==> config.mk <==
export PLATFORM = sky130hd
export DESIGN_NAME = fp_sum_sched
export DESIGN_NICKNAME = d
export VERILOG_FILES = /design/src/rtl/fp_sum_pkg.sv /design/src/rtl/fp_fmt_sat.sv /design/src/rtl/fp_sum_sched.sv
export SDC_FILE = /design/constraint.sdc
export NUM_CORES = 1
export LEC_CHECK = 0
export CAP_MARGIN = 0
export CORE_MARGIN = 5
export CORE_UTILIZATION = 30
export CTS_BUF_LIST = sky130_fd_sc_hd__clkbuf_4
export CTS_CLUSTER_DIAMETER = 200
export CTS_CLUSTER_SIZE = 40
export DETAILED_ROUTE_END_ITERATION = 8
export DONT_BUFFER_PORTS = 1
export SETUP_SLACK_MARGIN = 0.05
export SYNTH_ARGS = -nofsm -noshare
export SYNTH_HDL_FRONTEND = slang
export SYNTH_SLANG_ARGS = --single-unit
==> constraint.sdc <==
create_clock -name clock -period 7.9 [get_ports clock]
set_input_delay 0.395 -clock clock [delete_from_list [all_inputs] [get_ports clock]]
set_output_delay 0.395 -clock clock [all_outputs]
set_load 0.01 [all_outputs]
==> src/rtl/fp_sum_pkg.sv <==
// Shared widths, mode codes and saturation limits for the fp_sum_sched adder slice.
// Pure declarations: no logic, no latency, no flow control.
package fp_sum_pkg;
  localparam int NB_A     = 16;
  localparam int NBF_A    = 14;
  localparam int NB_B     = 12;
  localparam int NBF_B    = 10;
  localparam int NB_OUT   = 11;
  localparam int NBF_OUT  = 10;

  localparam int NB_SUM   = NB_A + 1;
  localparam int SHIFT_B  = NBF_A - NBF_B;
  localparam int DROP     = NBF_A - NBF_OUT;
  localparam int NB_TRUNC = NB_SUM - DROP;
  localparam int NB_RND   = NB_TRUNC + 1;

  localparam logic [1:0] MODE_TRUNC = 2'b00;
  localparam logic [1:0] MODE_TSAT  = 2'b01;
  localparam logic [1:0] MODE_RSAT  = 2'b10;

  localparam logic [NB_OUT-1:0] SAT_MAX = {1'b0, {(NB_OUT-1){1'b1}}};
  localparam logic [NB_OUT-1:0] SAT_MIN = {1'b1, {(NB_OUT-1){1'b0}}};

  typedef enum logic {PREF_0 = 1'b0, PREF_1 = 1'b1} rr_t;

  typedef struct packed {
    logic [NB_SUM-1:0] sum;
    logic [1:0]        mode;
    logic              id;
  } s1_t;
endpackage

==> src/rtl/fp_fmt_sat.sv <==
// Formats an S(17,14) sum to S(11,10): wrap-truncate, truncate+saturate or round+saturate.
// Purely combinational, zero latency, no flow control.
module fp_fmt_sat
  import fp_sum_pkg::*;
(
  input  logic [NB_SUM-1:0] sum,
  input  logic [1:0]        mode,
  output logic [NB_OUT-1:0] result,
  output logic              ovf
);
  logic [NB_TRUNC-1:0] t;
  logic [NB_SUM:0]     sum_rnd;
  logic [NB_RND-1:0]   r;
  logic [NB_RND-1:0]   sel;

  assign t       = NB_TRUNC'($signed(sum) >>> DROP);
  // One extra bit so the half-LSB add cannot wrap at the positive end.
  assign sum_rnd = {sum[NB_SUM-1], sum} + ((NB_SUM+1)'(1) << (DROP-1));
  assign r       = NB_RND'($signed(sum_rnd) >>> DROP);
  assign sel     = mode[1] ? r : {t[NB_TRUNC-1], t};

  // In range only when every bit above the output sign bit matches it.
  assign ovf = ~((&sel[NB_RND-1:NB_OUT-1]) | ~(|sel[NB_RND-1:NB_OUT-1]));

  always_comb begin
    result = sel[NB_OUT-1:0];
    if (mode == MODE_TRUNC) begin
      result = t[NB_OUT-1:0];
    end else if (ovf) begin
      result = sel[NB_RND-1] ? SAT_MIN : SAT_MAX;
    end
  end
endmodule

==> src/rtl/fp_sum_sched.sv <==
// Round-robin two-requester scheduler feeding an aligned S(17,14) adder and an S(11,10) formatter.
// Latency 2 cycles accept-to-valid, 1 result/cycle; a held output stalls both stages and drops both readies.
// FP_SUM_STATS_EN adds a saturating 16-bit count of overflowing results taken by the consumer (o_ovf_cnt).
module fp_sum_sched
  import fp_sum_pkg::*;
(
  input  logic              clock,
  input  logic              i_reset,
  input  logic              i_valid0,
  input  logic              i_valid1,
  output logic              o_ready0,
  output logic              o_ready1,
  input  logic [NB_A-1:0]   i_a0,
  input  logic [NB_A-1:0]   i_a1,
  input  logic [NB_B-1:0]   i_b0,
  input  logic [NB_B-1:0]   i_b1,
  input  logic [1:0]        i_mode0,
  input  logic [1:0]        i_mode1,
  output logic              o_valid,
  input  logic              i_out_ready,
  output logic [NB_OUT-1:0] o_result,
  output logic [NB_SUM-1:0] o_full,
  output logic              o_ovf,
`ifdef FP_SUM_STATS_EN
  output logic [15:0]       o_ovf_cnt,
`endif
  output logic              o_id
);
  rr_t               ptr, ptr_nxt;
  logic              grant0, grant1, accept, stall;
  logic [NB_A-1:0]   a_sel, b_al;
  logic [NB_B-1:0]   b_sel;
  logic [1:0]        mode_sel;
  logic [NB_SUM-1:0] sum_in;
  s1_t               s1_q;
  logic              s1_vld;
  logic [NB_OUT-1:0] fmt_result;
  logic              fmt_ovf;

  assign stall = o_valid & ~i_out_ready;

  always_ff @(posedge clock or posedge i_reset) begin
    if (i_reset) ptr <= PREF_0;
    else         ptr <= ptr_nxt;
  end

  always_comb begin
    grant0  = 1'b0;
    grant1  = 1'b0;
    ptr_nxt = ptr;
    if (i_valid0 && (!i_valid1 || ptr == PREF_0)) grant0 = 1'b1;
    else if (i_valid1)                            grant1 = 1'b1;
    accept = (grant0 | grant1) & ~stall;
    if (accept) ptr_nxt = grant0 ? PREF_1 : PREF_0;
  end

  assign o_ready0 = grant0 & ~stall;
  assign o_ready1 = grant1 & ~stall;

  assign a_sel    = grant1 ? i_a1 : i_a0;
  assign b_sel    = grant1 ? i_b1 : i_b0;
  assign mode_sel = grant1 ? i_mode1 : i_mode0;
  // B has fewer fraction bits; shifting left lines its binary point up with A's.
  assign b_al     = {b_sel, {SHIFT_B{1'b0}}};
  assign sum_in   = {a_sel[NB_A-1], a_sel} + {b_al[NB_A-1], b_al};

  always_ff @(posedge clock or posedge i_reset) begin
    if (i_reset) begin
      s1_vld <= 1'b0;
      s1_q   <= '0;
    end else if (!stall) begin
      s1_vld <= accept;
      if (accept) s1_q <= '{sum: sum_in, mode: mode_sel, id: grant1};
    end
  end

  fp_fmt_sat u_fmt (
    .sum    (s1_q.sum),
    .mode   (s1_q.mode),
    .result (fmt_result),
    .ovf    (fmt_ovf)
  );

  always_ff @(posedge clock or posedge i_reset) begin
    if (i_reset) begin
      o_valid  <= 1'b0;
      o_result <= '0;
      o_full   <= '0;
      o_ovf    <= 1'b0;
      o_id     <= 1'b0;
    end else if (!stall) begin
      o_valid <= s1_vld;
      if (s1_vld) begin
        o_result <= fmt_result;
        o_full   <= s1_q.sum;
        o_ovf    <= fmt_ovf;
        o_id     <= s1_q.id;
      end
    end
  end

`ifdef FP_SUM_STATS_EN
  always_ff @(posedge clock or posedge i_reset) begin
    if (i_reset) begin
      o_ovf_cnt <= '0;
    end else if (o_valid && i_out_ready && o_ovf && !(&o_ovf_cnt)) begin
      o_ovf_cnt <= o_ovf_cnt + 16'd1;
    end
  end
`endif
endmodule

# ---- Word-level counts from Yosys, hierarchy flattened
# Index checks and enable logic that the tools add are counted.
dict set report word_totals {
  reg_bits 53
  inputBits 65
  out_inout_bits 33
  elab_cells 42
}
dict set report classes {
  addsub 2
  muxes 11
  n_bitwise 11
  reduce_logical 8
}
# cell n
set ops {}
lappend ops {{$mux 11} 3}
lappend ops {{$add 17x5->18 const B} 1}
lappend ops {{$add 16x16->17} 1}
lappend ops {{$mux 16} 1}
lappend ops {{$mux 14} 1}
lappend ops {{$mux 12} 1}
lappend ops {{$not 1->1} 5}
lappend ops {{$and 1x1->1} 4}
lappend ops {{$mux 1} 4}
lappend ops {{$reduce_and 2->1} 2}
lappend ops {{$reduce_and 4->1} 1}
lappend ops {{$reduce_or 4->1} 1}
lappend ops {{$logic_not 2->1} 1}
lappend ops {{$mux 2} 1}
lappend ops {{$or 1x1->1} 2}
lappend ops {{$logic_and 1x1->1} 1}
lappend ops {{$logic_not 1->1} 1}
lappend ops {{$logic_or 1x1->1} 1}

# ---- Longest topological paths before layout
# Gate-level depths: netlist of the first run.
dict set report depth {
  depth_word 7
  mapped_depth 13
  depth_no_buf 12
}

# ---- Cells and area by module
# A second synthesis of the first run with hierarchy kept.
dict set report unflattened {
  cells_unflattened 344
  hier_area_um2 3502.1
}
# module instances cells_per_inst area_per_inst_um2 seq_area_each_um2
set by_module_without_submodules {}
lappend by_module_without_submodules {fp_sum_sched 1 247 2849.0 1326.3}
lappend by_module_without_submodules {fp_fmt_sat 1 97 653.1 0.0}

# ---- Worst setup path before layout of the first run
# Ideal clock, no wire load.
dict set report synth_path {
  kind {input to register}
  from {in i_valid0}
  to {reg s1_q[17] (netlist bit)}
  setup_time_ps 136
  t_arrival_ps 3159
  t_required_ps 7764
  setup_slack_ps 4605
  cell_stages 13
  path_buffers 1
  path_cell_list {inv_1 > o21ai_1 > clkbuf_1 > mux2_2 > ha_1 > fa_1 > a21o_1 > a21o_1 > a211oi_1 > o21ai_0 > a31oi_1 > xor2_1 > o21ai_0}
}
dict set report synth_between {
  elab_chain_cells 5
  elab_cells_between_ends 9
  classes_between {1 x add/sub; 4 x mux; 2 x bitwise; 2 x reduce/logical}
}
# item line_no
set synth_rtl {}
lappend synth_rtl {{start: declaration} fp_sum_sched.sv:9} ;# input logic i_valid0,
lappend synth_rtl {{$logic_and 1x1->1 *} fp_sum_sched.sv:51} ;# if (i_valid0 && (!i_valid1 || ptr == PREF_0)) grant0 = 1'b1;
lappend synth_rtl {{branches (longest 4 deep; another with $add 16x16->17)} n/a}
lappend synth_rtl {{end signal: assignment} fp_sum_sched.sv:73} ;# if (accept) s1_q <= '{sum: sum_in, mode: mode_sel, id: grant1};
lappend synth_rtl {{end: declaration} fp_sum_sched.sv:35} ;# s1_t s1_q;
# Mark *: on every way between the ends.
# A chain may end at the register's enable or synchronous reset.

# ---- Worst setup path after layout of the first run
dict set report layout_path {
  from {reg ptr}
  to {reg s1_q[17] (netlist bit)}
}
dict set report layout_between {
  elab_chain_cells 7
  elab_cells_between_ends 11
  classes_between {1 x add/sub; 4 x mux; 3 x bitwise; 3 x reduce/logical}
}
# item line_no
set layout_rtl {}
lappend layout_rtl {{start: declaration} fp_sum_sched.sv:29} ;# rr_t ptr, ptr_nxt;
lappend layout_rtl {{start signal: assignment} fp_sum_sched.sv:44} ;# else ptr <= ptr_nxt;
lappend layout_rtl {{$not 1->1 *} fp_sum_sched.sv:51}
lappend layout_rtl {{$logic_or 1x1->1 *} fp_sum_sched.sv:51}
lappend layout_rtl {{$logic_and 1x1->1 *} fp_sum_sched.sv:51}
lappend layout_rtl {{branches (longest 4 deep; another with $add 16x16->17)} n/a}
# Marked as above.

==> flow_metrics.env, run 1 <==
export IMPL_status="completed"
export IMPL_htreeDepth=2
export IMPL_drtIter0Drc=98
export IMPL_cp_slowest_cell="dfrtp_1"
export IMPL_maxCapViolations=0
export IMPL_ys_warnings_count=0
export IMPL_drive_gt1_share_pct=13.7
export IMPL_ys_seq_area_share_pct=40.7
export IMPL_hold_viol=0
export IMPL_cts_buffers=5
export IMPL_worstMarginPinSlew_ps=1090
export IMPL_required_ps=8160
export IMPL_worst_hold_slack_ps=153
export IMPL_grt_pass1_wl_mm=12.5
export IMPL_setup_violations=0
export IMPL_drcViolationCount=0
export IMPL_hp_class="in2async"
export IMPL_clockRootBuffer="clkbuf_4"
export IMPL_power_density_mw_per_mm2=278
export IMPL_io_pins=98
export IMPL_routedWlPerCell_um=15.2
export IMPL_synthArstFlopShare_pct=100
export IMPL_synth_largest_area_cell="dfrtp_1"
export IMPL_die_w_um=114
export IMPL_firstDrtPassIters=4
export IMPL_die_area_mm2=0.0131
export IMPL_dp_hpwl_mm=5.77
export IMPL_synth_area_mm2=0.00326
export IMPL_synth_enable_flop_cells=0
export IMPL_fmax_mhz=293
export IMPL_cts_tree="built"
export IMPL_antenna_found_initial=0
export IMPL_yosysUniqueCellTypes=47
export IMPL_syn_num_nets=440
export IMPL_max_stage_delay_ps=440
export IMPL_slew_headroom_pct=27.2
export IMPL_cts_resized=0
export IMPL_setup_tns_final_ps=0
export IMPL_startpoint_type="register"
export IMPL_crit_path_end_kind="register"
export IMPL_nets=429
export IMPL_skew_ps=15.7
export IMPL_cellLeakagePower_uw=0.00152
export IMPL_synth_ff_type="dfrtp_1"
export IMPL_drv_slew=0
export IMPL_grt_usage_pct=11.8
export IMPL_ys_ff_latch=53
export IMPL_row_count=38
export IMPL_first_global_vias=2401
export IMPL_synthCells=361
export IMPL_synth_most_common_cell="nand2_1"
export IMPL_io_buffers=0
export IMPL_clk_latency_ps=370
export IMPL_core_area_mm2=0.0107
export IMPL_clk_path_buf_depth=2
export IMPL_vias_per_cell=4.91
export IMPL_overflow=0
export IMPL_max_vdd_ir_drop_uv=73.7
export IMPL_ant_nets=0
export IMPL_totalPowerFinal_uw=955
export IMPL_syn_avg_cell_area_um2=9.04
export IMPL_drt_total_wl_mm=7.47
export IMPL_finish_utilization_pct=32.0
export IMPL_yosysTopAreaCellShare_pct=40.7
export IMPL_die_height_um=114
export IMPL_path_cells="o21ai_4 -> buf_4 -> mux2_2 -> ha_1 -> fa_1 -> a21o_1 -> a21o_1 -> a211oi_1 -> o21ai_0 -> a31oi_1 -> xor2_1 -> o21ai_0"
export IMPL_cts_sinks=53
export IMPL_timing_final_crit_period_ps=3410
export IMPL_grt_max_degree=54
export IMPL_hold_buffers=0
export IMPL_period_share_pct=43.2
export IMPL_initial_core_util_pct=30.4
export IMPL_clk_pin_slew_ps=140
export IMPL_rsz0062_at_grt="false"
export IMPL_worstPathArrival_ps=3680
export IMPL_postCtsSetupBuffers=0
export IMPL_critical_path_class="reg2reg"
export IMPL_dr_total_vias=2412
export IMPL_ys_top_cells_by_count="nand2_1, dfrtp_1, o21ai_0"
export IMPL_crit_fanout=31
export IMPL_synthToLayoutAreaGrowth_pct=5.29
export IMPL_gp_congestion=0.812
export IMPL_synthTopCellsByArea="dfrtp_1, nand2_1, mux2_2"
state kept, by name, summed over array words and instances, names as in the netlist:
register,flops
o_full,17
o_id,1
o_ovf,1
o_result,11
o_valid,1
ptr,1
s1_q,20
s1_vld,1
kinds of logic (layout without fill, tap and decap cells):
family                     count (synthesis)  after routing  synth area share (%)
other                                      0              1                     0
xor gates and xnor gates                  16             16                  4.30
DFF                                       53             53                  40.7
muxes                                     38             38                  12.7
adders and majority gates                 14             14                  5.60
buffers and inverters                     25             14                  3.38
AOI/OAI and AO/OA                         75             75                  14.3
and+or+nand+nor                          140            140                  19.0
final timing paths:
kind,slack (ps),cells past startpoint,endpoint,from
setup / recovery,4490,12,s1_q[17],ptr
hold / removal,150,1,o_ovf,i_reset
setup reg to reg,4490,12,s1_q[17],ptr
hold reg to reg,490,2,o_full[1],s1_q[4]
max in group asynchronous,7070,1,o_full[16],i_reset
min in group clock,200,3,s1_vld,i_out_ready
power breakdown:
part | leakage [µW] | internal (µW) | switching [µW]
Combinational | 0.000846 | 144 | 178
Clock | 0.0000292 | 36.0 | 79.6
Sequential | 0.000643 | 369 | 149
Total | 0.00152 | 549 | 406
through the flow:
step                setup slack, ps  instance area (µm²)  cells
detailed placement             4460                 3380    483
global route                   4210                 3430    490
floorplan                      4600                 3260    361
global placement               4530                 3380    483
CTS                            4450                 3430    490
finish                         4490                 3430    491
cells in the final DEF, fill, tap and decap left out, types with 2 or more instances in the layout:
| master | instances |
|---|---|
| nand2_1 | 88 |
| a31oi_1 | 2 |
| nand2b_1 | 7 |
| or3_1 | 3 |
| nor2_1 | 16 |
| ha_1 | 13 |
| or2_2 | 3 |
| nor3_1 | 4 |
| a21o_1 | 6 |
| nand4_1 | 4 |
| a21oi_1 | 13 |
| inv_1 | 2 |
| nor4_1 | 2 |
| dfrtp_1 | 53 |
| o21bai_1 | 2 |
| xor2_1 | 12 |
| o21ai_0 | 34 |
| clkbuf_4 | 6 |
| xnor2_1 | 4 |
| a221oi_1 | 2 |
| mux2_2 | 28 |
| a211oi_1 | 3 |
| a221o_1 | 2 |
| buf_4 | 4 |
| nand3_1 | 3 |
| mux2i_1 | 10 |
| and4_1 | 3 |
critical path, delay by kind of cell, from the launching register on:
family	cells	cell delay (ps)
compound gates	7	1280
fa+ha+maj	2	650
flops	1	440
mux	1	390
buf+inv	1	360
xor+xnor	1	150
routing by layer:
metal	global-route usage, %	share of wire (%)	up-vias
met1	16.1	46	1106
met4	3.56	1.4	0
met2	18.4	46	72
li1	-	-	1229
met3	2.96	6.4	5
met5	0	0	-
cell type report:
class	instances	area, µm²
flip-flops and latches	53	1330
multi-input cells	283	1840
well taps	140	175
inverters	3	11.3
diodes	1	2.50
clock inverters	1	3.75
fillers	1171	7310
clock buffers	6	45.0
repair buffers	4	30.0
Note: power is estimated with default switching activity, not from simulation.
==> run 2: changes to the inputs <==
--- a/config.mk
+++ b/config.mk
@@ -5,6 +5,7 @@
 export SDC_FILE = /design/constraint.sdc
 export NUM_CORES = 1
 export LEC_CHECK = 0
+export ABC_AREA = 1
 export CAP_MARGIN = 0
 export CORE_MARGIN = 5
 export CORE_UTILIZATION = 30
==> constraint.sdc (replaced) <==
create_clock -name clock -period 3 [get_ports clock]
set_input_delay 0.15 -clock clock [delete_from_list [all_inputs] [get_ports clock]]
set_output_delay 0.15 -clock clock [all_outputs]
set_load 0.01 [all_outputs]
==> run 2 against run 1 <==
Net effect:
- combinational power increased to 3.6 times the previous value
- final cell count increased by 34%
- cell area increased by 16%
- clock skew increased by 3.2 ps
- utilization increased by 1.6 points
- area after synthesis increased by 10%
- critical path depth increased by 3
- global-route usage increased by 1.1 points
- first-iteration DRC count increased by 79%
- sequential share of layout area decreased by 5.3 points
- power increased to 3.1 times the previous value
- clock power increased to 4.2 times the previous value
- largest cell class unchanged
==> flow_metrics.env, run 2 <==
export IMPL_clockRootBuffer="clkbuf_4"
export IMPL_cellLeakagePower_uw=0.00195
export IMPL_period_share_pct=89.8
export IMPL_skew_ps=18.9
export IMPL_rr_startpoint="ptr"
export IMPL_cts_buffers=5
export IMPL_antenna_found_initial=0
export IMPL_crit_path_end_kind="register"
export IMPL_synth_largest_area_cell="dfrtp_1"
export IMPL_required_ps=3260
export IMPL_clk_path_buf_depth=2
export IMPL_critical_path_class="reg2reg"
export IMPL_worstPathArrival_ps=2960
export IMPL_ant_nets=0
export IMPL_max_vdd_ir_drop_uv=266
export IMPL_grt_max_degree=57
export IMPL_io_pins=98
export IMPL_die_area_mm2=0.0143
export IMPL_synth_enable_flop_cells=0
export IMPL_final_area_mm2=0.00399
export IMPL_grt_pass1_wl_mm=15.5
export IMPL_setup_violations=0
export IMPL_dp_cells=632
export IMPL_status="completed"
export IMPL_synthCells=501
export IMPL_synth_most_common_cell="nand2_1"
export IMPL_io_buffers=0
export IMPL_slew_headroom_pct=27.6
export IMPL_setup_tns_final_ps=0
export IMPL_overflow=0
export IMPL_htreeDepth=2
export IMPL_die_w_um=119
export IMPL_routedWlPerCell_um=13.9
export IMPL_hp_class="in2reg"
export IMPL_synthArstFlopShare_pct=100
export IMPL_maxCapViolations=0
export IMPL_ys_ff_latch=53
export IMPL_mostFrequentLayoutCells="nand2_1, dfrtp_1, o21ai_0, inv_1, nand3_1"
export IMPL_startpoint_type="register"
export IMPL_drive_gt1_share_pct=9.80
export IMPL_crit_start="ptr"
export IMPL_nets=588
export IMPL_first_global_vias=3238
export IMPL_synth_area_mm2=0.00359
export IMPL_vias_per_cell=4.84
export IMPL_gp_congestion=0.876
export IMPL_fill_cells=1294
export IMPL_drcViolationCount=0
export IMPL_rsz0062_at_grt="false"
export IMPL_cts_sinks=53
export IMPL_cts_tree="built"
export IMPL_dr_total_vias=3183
export IMPL_synth_ff_type="dfrtp_1"
export IMPL_syn_num_nets=580
export IMPL_hold_viol=0
export IMPL_regToRegEndpoint="s1_q[18]"
export IMPL_fmax_mhz=371
export IMPL_timing_final_crit_period_ps=2700
export IMPL_ys_seq_area_share_pct=36.9
export IMPL_yosysUniqueCellTypes=34
export IMPL_place_area_mm2=0.00370
export IMPL_num_antenna_cells=0
export IMPL_die_height_um=119
export IMPL_row_count=40
export IMPL_ys_warnings_count=0
export IMPL_drt_total_wl_mm=9.15
export IMPL_grt_usage_pct=12.9
export IMPL_worst_hold_slack_ps=38.8
export IMPL_finish_utilization_pct=33.6
export IMPL_yosysTopAreaCellShare_pct=36.9
export IMPL_ys_top_cells_by_count="nand2_1, dfrtp_1, inv_1"
export IMPL_synthTopCellsByArea="dfrtp_1, nand2_1, o21ai_0"
export IMPL_largest_register_ffs=20
export IMPL_regMostFlops="s1_q"
export IMPL_clk_latency_ps=380
export IMPL_r2r_setup_slack_ps=300
export IMPL_worstMarginPinSlew_ps=1080
export IMPL_initial_core_util_pct=30.3
export IMPL_fin_cells=657
export IMPL_drv_slew=0
export IMPL_firstDrtPassIters=4
export IMPL_reg2reg_depth=15
export IMPL_endpoint="s1_q[18]"
export IMPL_crit_fanout=14
export IMPL_power_density_mw_per_mm2=744
export IMPL_final_common_cell="nand2_1"
export IMPL_drtIter0Drc=175
export IMPL_core_area_mm2=0.0119
export IMPL_top_regs="s1_q (20), o_full (17), o_result (11)"
export IMPL_dp_hpwl_mm=6.97
export IMPL_clk_pin_slew_ps=160
export IMPL_synthToLayoutAreaGrowth_pct=10.9
export IMPL_syn_avg_cell_area_um2=7.17
-- run 2: cell count changes in the layout (fill, tap and decap cells not counted), sizes merged, moves of 8 or more --
| cell | change |
|---|---|
| dlygate4sd3 | +14 |
| mux2i | -10 |
| nand3 | +41 |
| nor2 | +19 |
| inv | +41 |
| nand2 | +97 |
| o21ai | +10 |
| a21oi | +8 |
| mux2 | -28 |
-- run 2: timing repair --
item | 4_1_cts | 5_1_grt
hold endpoints to repair | 61 | 0
endpoints found under the setup margin | 0 | 7
hold buffers | 14 | 0
resized for setup | 0 | 3
setup buffers | 0 | 3
-- run 2: routing by layer --
layer  track usage (%)  wire (µm)  vias to the layer above
met3              2.14        509                       10
met5                 0          0                        -
met1              17.4       4380                     1443
li1                  -          -                     1632
met2              21.4       4140                       98
met4              3.22        117                        0
-- run 2: critical path, cell delays in order, from the launching register on --
cell        delay (ps)
dfrtp_1            400
inv_1               70
o21ai_1            100
nand2_1            150
clkinvlp_4         200
buf_4              240
nand2_1             70
nand2_1             50
ha_1               350
inv_1               90
nor3_1             340
nand3_1            190
nand3_1            130
nand2_1             60
nand3_1             70
o21ai_0             80
-- run 2: worst min-delay path by stage --
stage	from	endpoint	slack (ps)	cells after the start
2_1_floorplan	i_mode1[0]	s1_q[1]	320	2
3_3_place_gp	i_a1[0]	s1_q[3]	330	2
3_5_place_dp	i_mode1[0]	s1_q[1]	340	2
4_1_cts	i_valid1	ptr	20	3
5_1_grt	i_valid1	ptr	50	3
6_report	i_valid1	ptr	40	3
-- run 2: power breakdown --
group | leakage, µW | internal [µW] | switching [µW]
sequential | 0.000645 | 986 | 342
clock | 0.0000552 | 258 | 226
combinational | 0.00125 | 412 | 740
total | 0.00195 | 1660 | 1310
-- run 2: logic make-up (layout without fill, tap and decap cells) --
family / Yosys count / in the layout / share of synthesized area [%]
AOI/OAI and AO/OA: 82 / 82 / 12.5
xor gates and xnor gates: 11 / 11 / 2.68
adders and majority gates: 14 / 14 / 5.08
buffers and inverters: 66 / 75 / 8.01
DFF: 53 / 53 / 36.9
and+or+nand+nor: 275 / 275 / 34.9
-- run 2: through the flow --
stage                     worst slack (ps)  total power (µW)
after floorplan                        584              2210
after global placement                 331              2420
after detailed placement               219              2460
after CTS                              183              2990
after global routing                  80.3              3230
final                                  305              2960
-- run 2: cell type report --
type / instances / area [µm²] / share of cell area (%)
inverters: 45 / 173 / 4.33
multi-input cells: 382 / 1990 / 49.9
clock inverters: 3 / 65.1 / 1.63
well taps: 147 / 184 / 4.61
clock buffers: 5 / 37.5 / 0.942
repair buffers: 22 / 213 / 5.34
flip-flops and latches: 53 / 1330 / 33.3
==> run 3: changes to the inputs <==
--- a/config.mk
+++ b/config.mk
@@ -14,7 +14,9 @@
 export CTS_CLUSTER_SIZE = 40
 export DETAILED_ROUTE_END_ITERATION = 8
 export DONT_BUFFER_PORTS = 1
+export RECOVER_POWER = 50
 export SETUP_SLACK_MARGIN = 0.05
+export SKIP_LAST_GASP = 1
 export SYNTH_ARGS = -nofsm -noshare
 export SYNTH_HDL_FRONTEND = slang
 export SYNTH_SLANG_ARGS = --single-unit
==> run 3 against run 2 <==
Net effect:
- the flow now finishes with violations (max-capacitance violations, max-slew violations)
- maximum frequency hardly changed
- critical path depth unchanged
- via count barely moved
- combinational power is essentially flat
- worst hold slack about the same
- global-route usage is the same
- first-iteration DRC count grew 0.57%
- final cell count unchanged
- cell area did not move
- largest cell class unchanged
==> flow_metrics.env, run 3 (same netlist as run 2, synthesis figures left out) <==
export IMPL_status="finished with violations"
export IMPL_violations="max-capacitance violations, max-slew violations"
export IMPL_hold_viol=0
export IMPL_final_area_mm2=0.00399
export IMPL_required_ps=3260
export IMPL_grt_usage_pct=12.9
export IMPL_top_regs="s1_q (20), o_full (17), o_result (11)"
export IMPL_path_cells="inv_1 -> o21ai_1 -> nand2_1 -> clkinvlp_4 -> buf_4 -> nand2_1 -> nand2_1 -> ha_1 -> inv_1 -> nor3_1 -> nand3_1 -> nand3_1 -> nand2_1 -> nand3_1 -> o21ai_0"
export IMPL_grt_max_degree=57
export IMPL_critPathBufInv=4
export IMPL_setup_tns_final_ps=0
export IMPL_r2r_setup_slack_ps=300
export IMPL_overflow=0
export IMPL_htreeDepth=2
export IMPL_final_common_cell="nand2_1"
export IMPL_largest_register_ffs=20
export IMPL_cts_buffers=5
export IMPL_dp_cells=632
export IMPL_max_vdd_ir_drop_uv=266
export IMPL_vias_per_cell=4.84
export IMPL_place_area_mm2=0.00370
export IMPL_cts_sinks=53
export IMPL_first_global_vias=3238
export IMPL_crit_fanout=14
export IMPL_worstMarginPinSlew_ps=1970
export IMPL_io_pins=98
export IMPL_gp_congestion=0.876
export IMPL_dp_hpwl_mm=6.97
export IMPL_die_area_mm2=0.0143
export IMPL_row_count=40
export IMPL_critical_path_class="reg2reg"
export IMPL_fmax_mhz=371
export IMPL_clockRootBuffer="clkbuf_4"
export IMPL_cp_slowest_cell="dfrtp_1"
export IMPL_firstDrtPassIters=4
export IMPL_die_height_um=119
export IMPL_io_buffers=0
export IMPL_rsz0062_at_grt="false"
export IMPL_cellLeakagePower_uw=0.00195
export IMPL_cp_common_cell="nand2_1"
export IMPL_slew_headroom_pct=-31.7
export IMPL_fin_cells=657
export IMPL_nets=588
export IMPL_initial_core_util_pct=30.3
export IMPL_antenna_found_initial=0
export IMPL_core_area_mm2=0.0119
export IMPL_place_ws_ps=219
export IMPL_mostFrequentLayoutCells="nand2_1, dfrtp_1, inv_1, o21ai_0, nand3_1"
export IMPL_crit_path_end_kind="register"
export IMPL_max_stage_delay_ps=400
export IMPL_drcViolationCount=0
export IMPL_period_share_pct=89.8
export IMPL_drtIter0Drc=176
export IMPL_maxCapViolations=1
export IMPL_hp_class="in2reg"
export IMPL_setup_violations=0
export IMPL_ant_nets=0
export IMPL_dr_total_vias=3182
export IMPL_regMostFlops="s1_q"
export IMPL_crit_family="simple AND/OR/NAND/NOR gates"
export IMPL_power_density_mw_per_mm2=744
export IMPL_timing_final_crit_period_ps=2700
export IMPL_totalPowerFinal_uw=2960
export IMPL_startpoint_type="register"
export IMPL_die_w_um=119
export IMPL_drv_slew=54
export IMPL_setup_slack_ps=305
export IMPL_routedWlPerCell_um=13.9
export IMPL_drt_total_wl_mm=9.14
export IMPL_grt_pass1_wl_mm=15.5
export IMPL_synthToLayoutAreaGrowth_pct=10.9
export IMPL_num_antenna_cells=0
export IMPL_worstPathArrival_ps=2960
export IMPL_clk_latency_ps=380
export IMPL_clk_pin_slew_ps=160
export IMPL_skew_ps=18.9
export IMPL_drive_gt1_share_pct=9.61
export IMPL_clk_path_buf_depth=2
export IMPL_cts_tree="built"
[run 3: cell counts in the layout (fill, tap and decap cells not counted)]
No cell type changed its count.
[run 3: what timing repair did]
| item | 4_1_cts | 5_1_grt |
|---|---|---|
| hold endpoints to repair | 61 | 0 |
| endpoints found under the setup margin | 0 | 7 |
| hold buffers | 14 | 0 |
| resized for setup | 0 | 3 |
| buffers inserted | 0 | 3 |
[run 3: metal layers]
| layer | vias to the layer above | wire (µm) | track usage [%] |
|---|---|---|---|
| li1 | 1632 | - | - |
| met4 | 0 | 117 | 3.22 |
| met1 | 1442 | 4370 | 17.4 |
| met3 | 10 | 509 | 2.14 |
| met2 | 98 | 4140 | 21.4 |
| met5 | - | 0 | 0 |
[run 3: worst register-to-register path, cell delays in order (launching register included)]
cell	delay, ps
dfrtp_1	400
inv_1	70
o21ai_1	100
nand2_1	150
clkinvlp_4	200
buf_4	240
nand2_1	70
nand2_1	50
ha_1	350
inv_1	90
nor3_1	350
nand3_1	190
nand3_1	130
nand2_1	60
nand3_1	70
o21ai_0	80
[run 3: cell type report]
type / instances / area [µm²]
well taps: 147 / 184
flip-flops and latches: 53 / 1330
repair buffers: 22 / 213
inverters: 45 / 173
fillers: 1294 / 7880
clock inverters: 3 / 65.1
clock buffers: 5 / 37.5
multi-input cells: 382 / 1990
[run 3: metrics by stage]
step	util (%)	hold slack, ps
2_1_floorplan	-	320
3_3_place_gp	31.2	329
3_5_place_dp	31.2	338
4_1_cts	33.2	22.8
5_1_grt	33.6	49.4
6_report	33.6	38.8
[run 3: worst paths after layout]
check                      cells past startpoint       end     start
max                                           15  s1_q[18]       ptr
min                                            3       ptr  i_valid1
max reg2reg                                   15  s1_q[18]       ptr
min reg2reg                                    2   o_valid    s1_vld
max in group asynchronous                      2  s1_q[17]   i_reset
min in group asynchronous                      2      o_id   i_reset
[run 3: where the power goes]
part / switching, µW / total, µW / internal [µW]
clock network: 226 / 484 / 258
logic: 740 / 1150 / 412
registers: 342 / 1330 / 986
